### src/rtl/cpu_defs_pkg.sv
// Shared definitions for the fetch-PC generator: branch opcode encodings,
// reset / exception addresses and the fetch FSM state type.
package cpu_defs_pkg;

   localparam logic [2:0] BR_BEQ  = 3'd0;
   localparam logic [2:0] BR_BNE  = 3'd1;
   localparam logic [2:0] BR_BLEZ = 3'd2;
   localparam logic [2:0] BR_BGTZ = 3'd3;
   localparam logic [2:0] BR_BLTZ = 3'd4;
   localparam logic [2:0] BR_BGEZ = 3'd5;
   localparam logic [2:0] BR_J    = 3'd6;
   localparam logic [2:0] BR_JR   = 3'd7;

   localparam logic [31:0] RESET_PC   = 32'h0000_3000;
   localparam logic [31:0] EXC_VECTOR = 32'h0000_4180;

   typedef enum logic [1:0] {
      BOOT = 2'd0,
      RUN  = 2'd1,
      HOLD = 2'd2
   } pc_state_e;

endpackage

### src/rtl/pc_gen_br_resolve.sv
// Combinational branch resolver: decides whether the D-stage control
// transfer is taken and computes its target and the JR misalignment flag.
module br_resolve #(
   parameter int unsigned WIDTH       = 32,
   parameter int unsigned IMM_WIDTH   = 16,
   parameter int unsigned INDEX_WIDTH = 26
) (
   input  logic                   valid,
   input  logic [2:0]             op,
   input  logic [WIDTH-1:0]       pc,
   input  logic [WIDTH-1:0]       rs,
   input  logic [WIDTH-1:0]       rt,
   input  logic [IMM_WIDTH-1:0]   imm,
   input  logic [INDEX_WIDTH-1:0] index,
   output logic                   taken,
   output logic [WIDTH-1:0]       target,
   output logic                   misalign
);
   import cpu_defs_pkg::*;

   logic signed [WIDTH-1:0] rs_s;
   logic signed [WIDTH-1:0] off_s;
   logic [WIDTH-1:0]        pc4;
   logic [WIDTH-1:0]        br_tgt;
   logic [WIDTH-1:0]        j_tgt;
   logic [WIDTH-1:0]        jr_tgt;
   logic                    rs_neg;
   logic                    rs_zero;

   // Operand views and the three candidate targets
   always_comb begin
      rs_s    = rs;
      off_s   = {{(WIDTH-IMM_WIDTH-2){imm[IMM_WIDTH-1]}}, imm, 2'b00};
      pc4     = pc + WIDTH'(4);
      br_tgt  = pc4 + off_s;
      j_tgt   = {pc4[WIDTH-1:INDEX_WIDTH+2], index, 2'b00};
      jr_tgt  = {rs[WIDTH-1:2], 2'b00};
      rs_neg  = (rs_s < 0);
      rs_zero = (rs == '0);
   end

   // Taken decision and target select; nothing is taken without valid
   always_comb begin
      taken  = 1'b0;
      target = br_tgt;
      case (op)
         BR_BEQ:  taken = (rs == rt);
         BR_BNE:  taken = (rs != rt);
         BR_BLEZ: taken = rs_neg | rs_zero;
         BR_BGTZ: taken = ~rs_neg & ~rs_zero;
         BR_BLTZ: taken = rs_neg;
         BR_BGEZ: taken = ~rs_neg;
         BR_J: begin
            taken  = 1'b1;
            target = j_tgt;
         end
         BR_JR: begin
            taken  = 1'b1;
            target = jr_tgt;
         end
         default: taken = 1'b0;
      endcase
      taken    = taken & valid;
      misalign = valid & (op == BR_JR) & (rs[1:0] != 2'b00);
   end

endmodule

### src/rtl/pc_gen.sv
// Registered fetch-PC generator. Owns the PC, resolves D-stage branches,
// honours stall / IM-ready and buffers a redirect that cannot be applied.
// Optional macro PC_GEN_EXC_EN adds exception entry (exc_i) and return
// (eret_i / epc_i) with priority over everything else.
module pc_gen #(
   parameter int unsigned      WIDTH       = 32,
   parameter logic [WIDTH-1:0] RESET_PC    = WIDTH'(cpu_defs_pkg::RESET_PC),
   parameter int unsigned      IMM_WIDTH   = 16,
   parameter int unsigned      INDEX_WIDTH = 26
`ifdef PC_GEN_EXC_EN
   ,parameter logic [WIDTH-1:0] EXC_VECTOR = WIDTH'(cpu_defs_pkg::EXC_VECTOR)
`endif
) (
   input  logic                   clk,
   input  logic                   reset,
   input  logic                   stall_i,
   input  logic                   fetch_ready_i,
   input  logic                   br_valid_i,
   input  logic [2:0]             br_op_i,
   input  logic [WIDTH-1:0]       br_pc_i,
   input  logic [WIDTH-1:0]       rs_val_i,
   input  logic [WIDTH-1:0]       rt_val_i,
   input  logic [IMM_WIDTH-1:0]   imm_i,
   input  logic [INDEX_WIDTH-1:0] index_i,
`ifdef PC_GEN_EXC_EN
   input  logic                   exc_i,
   input  logic                   eret_i,
   input  logic [WIDTH-1:0]       epc_i,
`endif
   output logic [WIDTH-1:0]       pc_o,
   output logic                   fetch_valid_o,
   output logic                   redirect_o,
   output logic                   misalign_o
);
   import cpu_defs_pkg::*;

   pc_state_e        state;
   logic [WIDTH-1:0] pending;
   logic             taken;
   logic             misalign;
   logic [WIDTH-1:0] target;
   logic             adv;
   logic             consider;

   br_resolve #(
      .WIDTH       (WIDTH),
      .IMM_WIDTH   (IMM_WIDTH),
      .INDEX_WIDTH (INDEX_WIDTH)
   ) u_br_resolve (
      .valid    (br_valid_i),
      .op       (br_op_i),
      .pc       (br_pc_i),
      .rs       (rs_val_i),
      .rt       (rt_val_i),
      .imm      (imm_i),
      .index    (index_i),
      .taken    (taken),
      .target   (target),
      .misalign (misalign)
   );

   // Fetch advance, and whether D-stage branch inputs count this cycle
   // (in HOLD an advancing cycle applies pending; D re-presents its branch)
   always_comb begin
      adv      = fetch_valid_o & fetch_ready_i & ~stall_i;
      consider = (state == RUN) | ((state == HOLD) & ~adv);
   end

   // PC register, redirect buffer and fetch FSM
   always_ff @(posedge clk or posedge reset) begin
      if (reset) begin
         pc_o          <= RESET_PC;
         fetch_valid_o <= 1'b0;
         redirect_o    <= 1'b0;
         misalign_o    <= 1'b0;
         pending       <= '0;
         state         <= BOOT;
      end else begin
         redirect_o <= consider & taken;
         misalign_o <= consider & misalign;
         case (state)
            BOOT: begin
               state         <= RUN;
               fetch_valid_o <= 1'b1;
            end
            RUN: begin
               if (adv) begin
                  pc_o <= taken ? target : pc_o + WIDTH'(4);
               end else if (taken) begin
                  pending <= target;
                  state   <= HOLD;
               end
            end
            HOLD: begin
               if (adv) begin
                  pc_o  <= pending;
                  state <= RUN;
               end else if (taken) begin
                  pending <= target;
               end
            end
            default: state <= BOOT;
         endcase
`ifdef PC_GEN_EXC_EN
         if (exc_i) begin
            pc_o          <= EXC_VECTOR;
            pending       <= '0;
            state         <= RUN;
            fetch_valid_o <= 1'b1;
            redirect_o    <= 1'b0;
            misalign_o    <= 1'b0;
         end else if (eret_i) begin
            pc_o          <= epc_i;
            pending       <= '0;
            state         <= RUN;
            fetch_valid_o <= 1'b1;
            redirect_o    <= 1'b0;
            misalign_o    <= 1'b0;
         end
`endif
      end
   end

endmodule

### config.mk
export PLATFORM = sky130hd
export DESIGN_NAME = pc_gen
export DESIGN_NICKNAME = d
export VERILOG_FILES = /design/src/rtl/cpu_defs_pkg.sv /design/src/rtl/pc_gen_br_resolve.sv /design/src/rtl/pc_gen.sv
export SDC_FILE = /design/constraint.sdc
export NUM_CORES = 1
export LEC_CHECK = 0
export ABC_AREA = 1
export BUFFER_PORTS_ARGS = -buffer_cell sky130_fd_sc_hd__buf_2
export CORE_UTILIZATION = 61
export CTS_CLUSTER_SIZE = 30
export DETAILED_ROUTE_END_ITERATION = 10
export PLACE_DENSITY_LB_ADDON = 0.1
export SYNTH_ARGS = -nofsm -noshare
export SYNTH_HDL_FRONTEND = slang
export SYNTH_HIERARCHICAL = 1
export SYNTH_SLANG_ARGS = --single-unit
### constraint.sdc
create_clock -name clk -period 4.2 [get_ports clk]
set_input_delay 0.42 -clock clk [delete_from_list [all_inputs] [get_ports clk]]
set_output_delay 0.42 -clock clk [all_outputs]
set_load 0.01 [all_outputs]
# Word level (Yosys, flattened, before mapping)
# Index checks and enable logic that the tools add are counted.
# Widths: inputs -> output; s select.
[totals]
input_bits = 146
out_inout_bits = 35
ff_bits = 69
word_cells = 60
[classes]
n_bitwise = 15
add_sub_neg = 3
reduce_logical = 10
mux = 10
eq_ne = 15
magnitude_cmp = 1
[op_table]
columns = ["operator", "count"]
rows = [
  ["$pmux 32 s2", 2],
  ["$mux 32", 3],
  ["$add 32x3->32 const B", 2],
  ["$add 32x32->32", 1],
  ["$eq 32x32->1", 1],
  ["$logic_not 32->1", 1],
  ["$lt 32x1->1 const B", 1],
  ["$ne 32x32->1", 1],
  ["$eq 3x3->1 const B", 4],
  ["$and 1x1->1", 9],
  ["$reduce_and 3->1", 3],
  ["$ne 2x2->1 const B", 4],
  ["$pmux 1 s7", 1],
  ["$eq 3x2->1 const B", 2],
  ["$mux 2", 3],
  ["$pmux 2 s3", 1],
  ["$not 1->1", 4],
  ["$reduce_bool 2->1", 2],
  ["$reduce_or 2->1", 2],
  ["$eq 3x1->1 const B", 1],
  ["$logic_not 3->1", 1],
  ["$eq 2x1->1 const B", 1],
  ["$eq 2x2->1 const B", 1],
  ["$logic_not 2->1", 1],
  ["$or 1x1->1", 2],
]

# Longest topological paths before layout
# Gate-level depths: netlist (run 1).
[depth]
depth_word = 8
depth_mapped = 25
depth_no_buf = 25

# Cells and area by module
# The synthesis (run 1) kept the hierarchy.
[by_module_without_submodules]
columns = ["module", "area_each_um2", "cells_per_inst", "instances", "seq_area_each_um2"]
rows = [
  ["br_resolve", 3986.3, 797, 1, 0.0],
  ["pc_gen", 3885.0, 490, 1, 1729.2],
]

# Least setup slack after synthesis (run 1)
# OpenSTA, ideal clock, no wires.
[synth_path]
path_kind = "input to register"
start = "input port br_pc_i[2]"
end = "register pc_o[25]"
n_path_buf = 0
path_slack_ps = 1225
stages = 20
t_required_ps = 4071
setup_ps = 129
arrival_time_ps = 2846
cell_sequence = "ha_1 > nand2_1 > nor3_4 > and2_4 > nand2_4 > nor3_2 > xnor2_1 > inv_1 > ha_1 > nand2_1 > nor2_1 > inv_1 > nor3_1 > nand3_1 > nand3_1 > nand2_1 > nand3_1 > nand2_1 > a221oi_1 > a21oi_1"
[synth_via]
elab_chain_len = 6
[synth_rtl]
columns = ["item", "line_no", "text"]
rows = [
  ["start, declared", "pc_gen.sv:20", "input logic [WIDTH-1:0] br_pc_i,"],
  ["$add 32x3->32", "pc_gen_br_resolve.sv:34", "pc4 = pc + WIDTH'(4);"],
  ["$add 32x32->32", "pc_gen_br_resolve.sv:35", "br_tgt = pc4 + off_s;"],
  ["$pmux 32 s2", "pc_gen_br_resolve.sv:46", "case (op)"],
  ["via target[25]", "pc_gen.sv:41", "logic [WIDTH-1:0] target;"],
  ["$mux 32", "pc_gen.sv:88", "pc_o <= taken ? target : pc_o + WIDTH'(4);"],
  ["$mux 32", "pc_gen.sv:87", "if (adv) begin"],
  ["$pmux 32 s2", "pc_gen.sv:81", "case (state)"],
  ["end signal, assigned", "pc_gen.sv:88", ""],
  ["end signal, assigned", "pc_gen.sv:96", "pc_o <= pending;"],
  ["end, declared", "pc_gen.sv:30", "output logic [WIDTH-1:0] pc_o,"],
]
# The timed path passes the listed nets, and every way through them passes these cells. The select of a mux whose other input is x is not followed.
# A chain may end at the register's enable or synchronous reset.

# Final worst setup path (run 1)
[layout_path]
start = "input port br_pc_i[2]"
end = "register pc_o[31]"
[layout_via]
elab_chain_len = 6
[layout_rtl]
columns = ["item", "line_no"]
rows = [
  ["$add 32x3->32 *", "pc_gen_br_resolve.sv:34"],
  ["$add 32x32->32", "pc_gen_br_resolve.sv:35"],
  ["$pmux 32 s2 *", "pc_gen_br_resolve.sv:46"],
  ["via target[31]", "pc_gen.sv:41"],
  ["$mux 32 *", "pc_gen.sv:88"],
  ["$mux 32 *", "pc_gen.sv:87"],
  ["$pmux 32 s2 *", "pc_gen.sv:81"],
]
# Mark *: on every way through the listed nets, which the timed path passes. The rest lies on a longest branch. The select of a mux whose other input is x is not followed.

==> reports/results.tsv, run 1 <==
stage	metric	value	unit
synthesis	yosysTopAreaCell	dfrtp_1	
layout	nets	1645	
placement	port_buffers	180	
detailed_routing	viasPerCell	5.54	
clocking	cts_max_level	3	
synthesis	yosys-top-cells-area	dfrtp_1 (21%), nand2_1 (19%), nor2_1 (8.3%), inv_1 (7.5%), ha_1 (5.7%)	
synthesis	synth_cells	1287	
run	cap_violations	0	
sta	tightest_slew	0.996	ns
power	netSwitchingFraction	0.356	
synthesis	synth_edf_count	0	
sta	fmax	0.309	GHz
sta	rsz0062_at_grt	false	
worst_setup_path	cp.arrival	3.45	ns
global_routing	grt_pass1_vias	8035	
layout	layout_commonest_cell	nand2_1	
outcome	outcome	completed	
sta	fin_setup_tns	0	ns
layout	final_area	0.00920	mm2
clocking	cts_setup_buffers	0	
layout	synthToLayoutAreaGrowth	16.9	%
die	core-area	0.0126	mm2
synthesis	yosysSeqAreaShare	0.220	
clocking	clk_pin_slew	0.05	ns
sta	finalHoldViolations	0	
detailed_routing	drc	0	
placement	dp_cells	1623	
worst_setup_path	critPathMaxFanout	4	
detailed_routing	drt_pass1_iterations	5	
global_routing	grt_overflow	0	
detailed_routing	drt_iter0_markers	939	
die	initial_utilization	0.624	
synthesis	synth_seq_cells	69	
sta	max_slew_margin	0.335	
worst_setup_path	cp-start-kind	primary input	
sta	setup_viol	0	
sta	fin_worst_skew	0.00326	ns
power	intPower	1450	uW
synthesis	synth_cell_types	47	
clocking	insertion_delay	0.34	ns
clocking	post_cts_resized	0	
clocking	cts_tree	built	
global_routing	grt_antenna_before_repair	0	
synthesis	async_reset_ff_frac	1.00	
power	switchingPower	802	uW
detailed_routing	wire_per_inst	14.9	um
layout	drive_gt1_frac	0.176	
die	die_h	116	um
clocking	cts_inserted_buffers	9	
synthesis	yosys_warnings	6	
power	p_leak	0.00488	uW
global_routing	grt_pass1_wl	39000	um
power	p_seq_frac	0.364	
synthesis	synthFlopType	dfrtp_1	
sta	fin_crit_sh	0.770	
clocking	cts-root-buf	clkbuf_16	
synthesis	avgSynthCellArea	6.12	um2
layout	num_antenna_cells	0	
placement	gp_congestion	1.04	
layout	layout_common_cells	nand2_1 (394), buf_2 (180), nor2_1 (175)	
clocking	cts.sinks	69	
synthesis	synth_area	0.00787	mm2
detailed_routing	ant_nets	0	
sta	final.min_clock_period	3.24	ns
power	p_per_area	245	mW/mm2
global_routing	grt_start_max_net_pins	48	
power	ir_drop	180	uV
die	rows	41	
worst_setup_path	required	4.41	ns
global_routing	track_usage	0.376	
die	die_x	116	um
clocking	cts-hold-fix-buffers	0	
detailed_routing	routed_wl	24400	um
power	pwr-share-comb	0.332	
die	io_pins	181	
sta	slew_violations	0	
clocking	cts_buffer_depth	2	
placement	dpl_cell_area	0.00894	mm2
layout	final_cells	1639	
die	die_area	0.0134	mm2
worst_setup_path	crit_type	primary input to flip-flop	
synthesis	syn_nets	1470	
detailed_routing	vias	9085	
min_path	hold_class	primary input to async pin	
placement	post-dp-hpwl	19600	um
synthesis	synth_top_area_frac	0.213	
worst_setup_path	critPathCaptureType	flip-flop	
power	clock_power_share	0.304	
## cells in the mapped netlist, types with 5 or more instances
library cell and number:
nand2_1 394, clkbuf_1 10, a221oi_1 19, nand3_1 90, nor2_1 175, xnor2_1 16, dfrtp_1 67, o21ai_0 55
nand2_2 6, nand4_1 8, buf_2 11, mux2_2 5, ha_1 36, inv_1 157, mux2_1 16, a22oi_1 26
xor2_1 43, inv_2 8, o21bai_1 6, nor2_2 14, nor3_1 12, nor2_4 7, a21oi_1 63
## path summary, 6_finish.rpt
check,from,end,slack [ns],depth (start not counted)
max in group asynchronous,reset,pc_o[13]$_DFFE_PP1P_,2.96,3
min reg2reg,pending[3]$_DFFE_PP0P_,pending[3]$_DFFE_PP0P_,0.49,2
max reg2reg,state[0]$_DFFE_PP0P_,pc_o[8]$_DFFE_PP0P_,1.73,9
max,br_pc_i[2],pc_o[31]$_DFFE_PP0P_,0.96,20
min,reset,pc_o[7]$_DFFE_PP0P_,0.31,2
min in group clk,br_valid_i,misalign_o$_DFF_PP0_,0.43,5
## metrics by stage
stage | hold slack [ns] | setup slack (ns) | utilization | total power (uW)
4_1_cts | 0.347 | 0.998 | 0.729 | 2230
5_1_grt | 0.403 | 0.703 | 0.729 | 2380
2_1_floorplan | 0.442 | 1.23 | - | 1300
3_5_place_dp | 0.473 | 0.664 | 0.708 | 1550
3_3_place_gp | 0.462 | 0.646 | 0.708 | 1530
6_report | 0.315 | 0.965 | 0.729 | 2250
## final cells by class
class	instances	area, um2
Clock buffer	9	225
Clock inverter	7	42.5
Fill cell	1159	3420
Inverter	166	623
Multi-Input combinational cell	1027	5400
Sequential cell	69	1730
Tap cell	172	215
Timing Repair Buffer	189	968
## sequential cells by signal (all words and copies together) (netlist names)
signal / cells
redirect_o: 1
state: 2
pc_o: 32
fetch_valid_o: 1
pending: 32
misalign_o: 1
## cells by family after synthesis
group / synth area share
fa+ha+maj: 0.0598
simple gates: 0.391
buf+inv: 0.0943
xor+xnor: 0.0656
mux: 0.0300
compound gates: 0.140
flops: 0.220
## critical path, cell delays in order
cell and delay [ns]:
buf_2 0.10, ha_1 0.18, nand2_1 0.13, nor3_4 0.16
and2_4 0.20, nand2_4 0.07, nor2_4 0.12, xor2_1 0.08
ha_1 0.36, nand2_1 0.14, nor2_1 0.32, nand2_1 0.14
nor2_1 0.16, nand2_1 0.07, nand2_1 0.08, nand2_1 0.05
nand3_1 0.07, nand2_1 0.11, a221oi_1 0.36, a21oi_1 0.12
## power groups by stage
stage          sequential, uW  combinational, uW  clock (uW)
2_1_floorplan             812                489           0
3_3_place_gp              818                713           0
3_5_place_dp              825                726           0
4_1_cts                   816                733         684
5_1_grt                   828                841         713
6_report                  819                747         685
## routing by layer
| layer | GRT usage | routed length, um | vias up |
|---|---|---|---|
| met3 | 0.0293 | 1410 | 62 |
| li1 | - | - | 4494 |
| met2 | 0.628 | 11500 | 405 |
| met4 | 0.200 | 1150 | 0 |
| met1 | 0.485 | 10300 | 4124 |
| met5 | 0 | 0 | - |
Power figures use the tool's default switching activity.
==> run 2: changes to the inputs <==
- ABC_AREA: 1 -> 0
- CORE_UTILIZATION: 61 -> 55
- clock period: 4.2 -> 3 ns (I/O delays scaled with it)
==> run 2 against run 1 <==
The run now ends with negative setup slack left. Register-to-register slack worse by 1.2 ns. Via count is 1.9% lower. Global-route usage rose by 0.58 points. Non-clock buffer count is 187 higher. Clock skew up 0.0039 ns. Clock power increased by 78%. Routed wire length is 19% higher. Die area grew 0.98%. Sequential share of layout area is 2.6 points lower. Flip-flop and latch count did not move. Sequential power rose by 120%. Design area up 16%. Critical path type unchanged. Critical endpoint is now pc_o[29]$_DFFE_PP0P_. Largest cell class unchanged.
==> reports/results.tsv, run 2 <==
stage	metric	value	unit	change
layout	nets	1384		-16%
synthesis	synth_edf_count	0		unchanged
sta	setup_ws	-0.688	ns	-1.65 ns
worst_setup_path	crit_family	compound AO/OA/AOI/OAI gates		
power	ir_drop	331	uV	+84%
die	core-area	0.0127	mm2	+0.41%
placement	post-dp-hpwl	19400	um	-0.86%
power	p_leak	0.00484	uW	-0.85%
detailed_routing	viasPerCell	6.47		+17%
detailed_routing	vias	8914		-1.9%
global_routing	track_usage	0.381		+0.00585
synthesis	avgSynthCellArea	8.26	um2	+35%
global_routing	grt_start_max_net_pins	42		-13%
die	die_x	116	um	+0.49%
layout	reg_top3	pc_o: 32 flops, pending: 32 flops, state: 2 flops		
layout	layout_common_cells	buf_2 (175), buf_4 (173), dfrtp_1 (67)		
global_routing	grt_pass1_vias	7766		-3.3%
synthesis	yosysTopAreaCell	dfrtp_1		
clocking	cts_inserted_buffers	9		unchanged
sta	holdWs	0.0438	ns	-0.271 ns
worst_setup_path	cp-start-kind	primary input		
placement	place_ws	-1.04	ns	-1.70 ns
sta	final.min_clock_period	3.69	ns	
die	die_area	0.0135	mm2	+0.98%
power	power	6170	uW	+170%
clocking	cts_buffer_depth	2		unchanged
sta	rsz0062_at_grt	true		
sta	fin_crit_sh	1.23		
detailed_routing	drt_pass1_iterations	6		+1
synthesis	synthTopCellsByCount	dfrtp_1 (67), nand2_1 (66), o21ai_0 (66)		
global_routing	grt_antenna_before_repair	0		unchanged
clocking	clk_pin_slew	0.05	ns	about the same
die	io_pins	181		unchanged
worst_setup_path	cp.arrival	3.91	ns	+0.46 ns
power	p_per_area	578	mW/mm2	+140%
detailed_routing	drc	0		unchanged
sta	setup_viol	34		+34
placement	port_buffers	180		unchanged
layout	final_area	0.0107	mm2	+16%
global_routing	grt_pass1_wl	39600	um	+1.4%
layout	num_antenna_cells	0		unchanged
outcome	failed_checks	negative setup slack		
detailed_routing	routed_wl	29000	um	+19%
clocking	cts-root-buf	clkbuf_16		
clocking	cts-hold-fix-buffers	0		unchanged
sta	max_slew_margin	0.472		+0.137
layout	synthToLayoutAreaGrowth	49.0	%	
layout	drive_gt1_frac	0.451		+0.275
global_routing	grt_overflow	0		unchanged
synthesis	yosys-top-cells-area	dfrtp_1 (23%), ha_1 (6.3%), mux2_2 (5.7%), xor2_1 (5.6%), xnor2_1 (5.0%)		
synthesis	syn_nets	1051		-29%
synthesis	synth_most_common_cell	dfrtp_1		
clocking	insertion_delay	0.34	ns	about the same
worst_setup_path	critPathMaxFanout	6		+2
sta	finalHoldViolations	0		unchanged
synthesis	synth_seq_cells	69		unchanged
worst_setup_path	slowest_stage	or3_1		
detailed_routing	wire_per_inst	21.0	um	+41%
detailed_routing	drt_iter0_markers	1075		+14%
worst_setup_path	required	3.22	ns	-1.19 ns
clocking	cts_max_level	3		unchanged
synthesis	synth_top_area_frac	0.234		+0.0209
sta	slew_violations	0		unchanged
die	rows	41		unchanged
sta	fmax	0.271	GHz	
worst_setup_path	critPathCaptureType	flip-flop		
worst_setup_path	cpMostUsedCell	a21oi_1		
worst_setup_path	path_buf_inv	2		+1
synthesis	yosys_warnings	6		unchanged
clocking	cts_tree	built		
placement	gp_congestion	1.01		-2.9%
sta	tightest_slew	0.785	ns	-0.211 ns
die	die_h	116	um	+0.49%
synthesis	synth_cells	868		-33%
detailed_routing	ant_nets	0		unchanged
run	cap_violations	0		unchanged
clocking	cts.sinks	69		unchanged
worst_setup_path	worstPathCellList	buf_8 > ha_4 > and4_4 > nand2_4 > nor3_4 > and2_4 > nand3_2 > xnor2_1 > ha_1 > buf_4 > a21oi_1 > o21ai_0 > a21o_1 > o21ai_2 > a21oi_2 > or3_1 > a31o_1 > nor3b_2 > o221ai_2 > o41ai_2 > a21oi_1		
outcome	outcome	complete, but fails checks		
synthesis	async_reset_ff_frac	1.00		unchanged
synthesis	synth_cell_types	78		+66%
placement	dpl_cell_area	0.00936	mm2	+4.7%
synthesis	synthFlopType	dfrtp_1		
worst_setup_path	crit_type	primary input to flip-flop		
min_path	hold_class	primary input to async pin		
synthesis	yosysSeqAreaShare	0.241		+0.0215
worst_setup_path	slowest_delay	0.40	ns	+0.04 ns
sta	fin_worst_skew	0.00721	ns	+0.00395 ns
die	initial_utilization	0.566		-0.0580
layout	layout_commonest_cell	buf_2		
synthesis	synth_area	0.00717	mm2	-8.9%
## run 2: cell type report
| class | instances | area (um2) |
|---|---|---|
| Fill cell | 746 | 1990 |
| Multi-Input combinational cell | 726 | 5800 |
| Clock inverter | 4 | 95.1 |
| Clock buffer | 12 | 246 |
| Sequential cell | 69 | 1730 |
| Timing Repair Buffer | 376 | 2520 |
| Inverter | 19 | 73.8 |
| Tap cell | 172 | 215 |
## run 2: final timing paths
check | start | endpoint | slack (ns) | cells past startpoint
hold / removal | reset | pc_o[2]$_DFFE_PP0P_ | 0.04 | 2
max in group asynchronous | reset | pc_o[13]$_DFFE_PP1P_ | 2.26 | 3
setup / recovery | br_pc_i[3] | pc_o[29]$_DFFE_PP0P_ | -0.69 | 21
min in group clk | br_pc_i[1] | pending[1]$_DFFE_PP0P_ | 0.33 | 3
hold reg to reg | pc_o[1]$_DFFE_PP0P_ | pc_o[1]$_DFFE_PP0P_ | 0.48 | 2
setup reg to reg | state[0]$_DFFE_PP0P_ | pc_o[31]$_DFFE_PP0P_ | 0.50 | 6
## run 2: cells by family after synthesis
family                   Yosys count  share of synthesized area
flip-flops                        69                      0.241
AO/OA/AOI/OAI                    252                      0.230
AND/OR/NAND/NOR                  286                      0.220
multiplexers                      63                     0.0943
buffers and inverters             73                     0.0401
adder cells (fa/ha/maj)           37                     0.0656
XOR/XNOR                          88                      0.109
## run 2: power by group
part / switching, uW / internal [uW] / total (uW)
Sequential: 448 / 1350 / 1800
Clock: 385 / 833 / 1220
Combinational: 1680 / 1490 / 3160
## run 2: metal layers
| layer | track usage | routed length [um] | vias up |
|---|---|---|---|
| met1 | 0.492 | 11100 | 4140 |
| met3 | 0.0477 | 2580 | 153 |
| met4 | 0.174 | 1660 | 0 |
| met2 | 0.638 | 13600 | 660 |
| li1 | - | - | 3961 |
| met5 | 0 | 0 | - |
## run 2: repair_timing
action,in CTS,in global routing
buffers inserted,23,24
setup endpoints to repair,27,35
gates resized for setup,60,92
pin swaps,49,48
## run 2: per-stage QoR
step           instances  utilization  TNS (ns)
3_5_place_dp        1322        0.738    -20.59
6_report            1378        0.843    -10.20
2_1_floorplan        868            -     -5.00
3_3_place_gp        1322        0.738    -17.36
4_1_cts             1360        0.796     -4.19
5_1_grt             1378        0.843    -13.53
## run 2: worst reg2reg max path: cells and delay by family (launching register included)
family / cells / cell delay [ns]
buf+inv: 1 / 0.11
flops: 1 / 0.42
fa+ha+maj: 1 / 0.28
simple gates: 3 / 1.34
compound gates: 1 / 0.25
==> run 3: changes to the inputs <==
- CORE_UTILIZATION: 55 -> 56
- CTS_BUF_LIST: not set -> sky130_fd_sc_hd__clkbuf_4
==> run 3 against run 2 <==
The run still ends with negative setup slack left. Non-clock buffer count up 1. Setup slack better by 0.13 ns. Via count down 2.1%. Register-to-register slack better by 0.08 ns. Flip-flop and latch count unchanged. Total power down 14%. Worst hold slack better by 0.20 ns. Die area down 1.7%. Critical path depth unchanged. Core utilization down 0.66 points. Critical endpoint unchanged. Largest cell class unchanged. Largest power group unchanged.
==> reports/results.tsv, run 3 (synthesis results as in run 2) <==
stage	metric	value	unit	change
detailed_routing	routed_wl	27800	um	-4.1%
detailed_routing	wire_per_inst	20.2	um	-3.9%
detailed_routing	drc	0		unchanged
layout	reg_top3	pc_o: 32 flops, pending: 32 flops, state: 2 flops		
clocking	cts-root-buf	clkbuf_4		
worst_setup_path	critPathMaxFanout	4		-2
clocking	cts.sinks	69		unchanged
min_path	hold_class	primary input to flip-flop		
sta	fin_worst_skew	0.0138	ns	+0.00656 ns
power	ir_drop	367	uV	+11%
power	switchingPower	2360	uW	-6.0%
placement	dp_cells	1330		+0.61%
clocking	cts_inserted_buffers	9		unchanged
layout	drive_gt1_frac	0.435		-0.0158
sta	tightest_slew	0.771	ns	-0.0144 ns
clocking	cts_buffer_depth	2		unchanged
sta	fmax	0.281	GHz	+3.7%
worst_setup_path	r2r_cells	6		unchanged
sta	setup_viol	23		-32%
power	pwr-share-comb	0.575		+0.063
layout	seqCellArea	0.00173	mm2	unchanged
layout	nets	1385		+0.072%
min_path	whs_path_depth	3		
worst_setup_path	cpMostUsedCell	nand4_1		
worst_setup_path	slowest_delay	0.34	ns	-0.06 ns
layout	layout_commonest_cell	buf_4		
worst_setup_path	reg2reg_to	pc_o[31]$_DFFE_PP0P_		
outcome	outcome	complete, but fails checks		
worst_setup_path	cp-start-kind	primary input		
run	cap_violations	0		unchanged
layout	final_cells	1375		-0.22%
power	p_seq_frac	0.333		+0.042
placement	post-dp-hpwl	20000	um	+2.7%
global_routing	grt_antenna_before_repair	2		+2
layout	fill_cells	792		+6.2%
worst_setup_path	cp.arrival	3.87	ns	-0.04 ns
worst_setup_path	crit_type	primary input to flip-flop		
worst_setup_path	r2r_setup_slack	0.58	ns	+0.08 ns
worst_setup_path	critPathCaptureType	flip-flop		
detailed_routing	drt_iter0_markers	1194		+11%
min_path	hold_path_end	pending[1]$_DFFE_PP0P_		
die	core-area	0.0123	mm2	-3.2%
global_routing	track_usage	0.390		+0.00908
worst_setup_path	path_buf_inv	1		-1
clocking	cts_tree	built		
die	rows	40		-2.4%
sta	rsz0062_at_grt	true		
min_path	hp-start	br_pc_i[1]		
detailed_routing	drt_pass1_iterations	5		-1
worst_setup_path	worstPathCellList	buf_8 > ha_4 > and4_4 > nand2_4 > nor3_4 > and2_4 > nand4_1 > xnor2_1 > ha_1 > nand4_1 > nor2_2 > a221o_1 > a21o_1 > o21ai_2 > a21oi_2 > or3_1 > a31o_1 > nor3b_2 > o221ai_2 > o41ai_2 > a21oi_1		
layout	post-route-util	0.836		-0.00657
layout	multi_input_area	0.00565	mm2	-2.6%
power	p_leak	0.00466	uW	-3.6%
power	intPower	2960	uW	-19%
layout	synthToLayoutAreaGrowth	43.0	%	
die	die_x	115	um	-0.88%
sta	final.min_clock_period	3.55	ns	-0.133 ns
sta	max_slew_margin	0.481		+0.00967
power	clock_power_share	0.091		-0.106
worst_setup_path	crit_family	simple AND/OR/NAND/NOR gates		
global_routing	grt_start_max_net_pins	49		+17%
clocking	clk_pin_slew	0.11	ns	+0.06 ns
sta	holdWs	0.240	ns	+0.196 ns
placement	gp_congestion	0.963		-4.5%
detailed_routing	viasPerCell	6.34		-1.9%
sta	fin_crit_sh	1.18		-0.0444
sta	slew_violations	0		unchanged
detailed_routing	ant_nets	0		unchanged
die	die_h	115	um	-0.88%
global_routing	grt_overflow	0		unchanged
layout	layout_common_cells	buf_4 (184), buf_2 (174), dfrtp_1 (67)		
worst_setup_path	slowest_stage	or3_1		
global_routing	grt_pass1_wl	39800	um	+0.66%
power	netSwitchingFraction	0.444		+0.0374
sta	setup_ws	-0.555	ns	+0.133 ns
detailed_routing	vias	8724		-2.1%
die	initial_utilization	0.585		+0.0189
outcome	failed_checks	negative setup slack		
placement	port_buffers	180		unchanged
clocking	insertion_delay	0.43	ns	+0.09 ns
worst_setup_path	r2r-start	state[1]$_DFFE_PP0P_		
die	die_area	0.0133	mm2	-1.7%
global_routing	grt_pass1_vias	7787		+0.27%
power	p_per_area	518	mW/mm2	-10%
clocking	cts_max_level	3		unchanged
die	io_pins	181		unchanged
worst_setup_path	required	3.32	ns	+0.10 ns
sta	finalHoldViolations	0		unchanged
==> run 3: cell types whose count changed in the layout (fill, tap and decap cells not counted), sizes merged <==
cell / change
clkbuf: -1
bufinv: -3
diode: +1
clkinv: +3
dlygate4sd3: +1
==> run 3: worst max path at each step <==
stage | endpoint | slack, ns | depth (start not counted) | from
after global routing | pc_o[29]$_DFFE_PP0P_ | -0.67 | 18 | br_pc_i[7]
after floorplan | pc_o[29]$_DFFE_PP0P_ | -0.72 | 21 | br_pc_i[2]
final | pc_o[29]$_DFFE_PP0P_ | -0.55 | 21 | br_pc_i[2]
after detailed placement | pc_o[29]$_DFFE_PP0P_ | -1.01 | 21 | br_pc_i[2]
after CTS | pc_o[29]$_DFFE_PP0P_ | -0.33 | 21 | br_pc_i[2]
after global placement | pc_o[29]$_DFFE_PP0P_ | -0.94 | 21 | br_pc_i[2]
==> run 3: tightest hold or removal path: stages <==
cell	delay [ns]
buf_2	0.07
and2_1	0.13
mux2_2	0.14
==> run 3: layout make-up <==
cell class / count / area share
diodes: 1 / 0.000244
inverters: 19 / 0.00696
clock inverters: 4 / 0.00159
multi-input cells: 726 / 0.551
repair buffers: 377 / 0.243
well taps: 168 / 0.0205
flip-flops and latches: 69 / 0.169
clock buffers: 11 / 0.00805
==> run 3: power groups by stage <==
stage	logic, uW	clock network [uW]	registers [uW]
final	3060	485	1770
after global routing	3320	534	1830
after CTS	2870	489	1750
after detailed placement	2800	0	1770
after global placement	2730	0	1750
after floorplan	1750	0	1720
==> run 3: per-stage QoR <==
step	setup TNS (ns)	cell area (um2)	setup WS (ns)	power [uW]
after floorplan	-5.00	7280	-0.720	3470
after global placement	-18.50	9440	-0.938	4480
after detailed placement	-22.91	9440	-1.01	4570
after CTS	-1.89	9840	-0.332	5100
after global routing	-7.93	10300	-0.673	5690
final	-5.15	10300	-0.555	5310
==> run 3: layer usage <==
metal	wire, um	track usage
met4	1390	0.163
met5	0	0
met3	2450	0.0543
met1	11100	0.512
met2	12800	0.646
==> run 3: repair_timing <==
action / 4_1_cts / 5_1_grt
endpoints found under the setup margin: 21 / 32
gates resized for setup: 49 / 59
hold buffers: 1 / 0
pin swaps: 39 / 41
hold endpoints to repair: 11 / 0
buffers inserted: 16 / 16
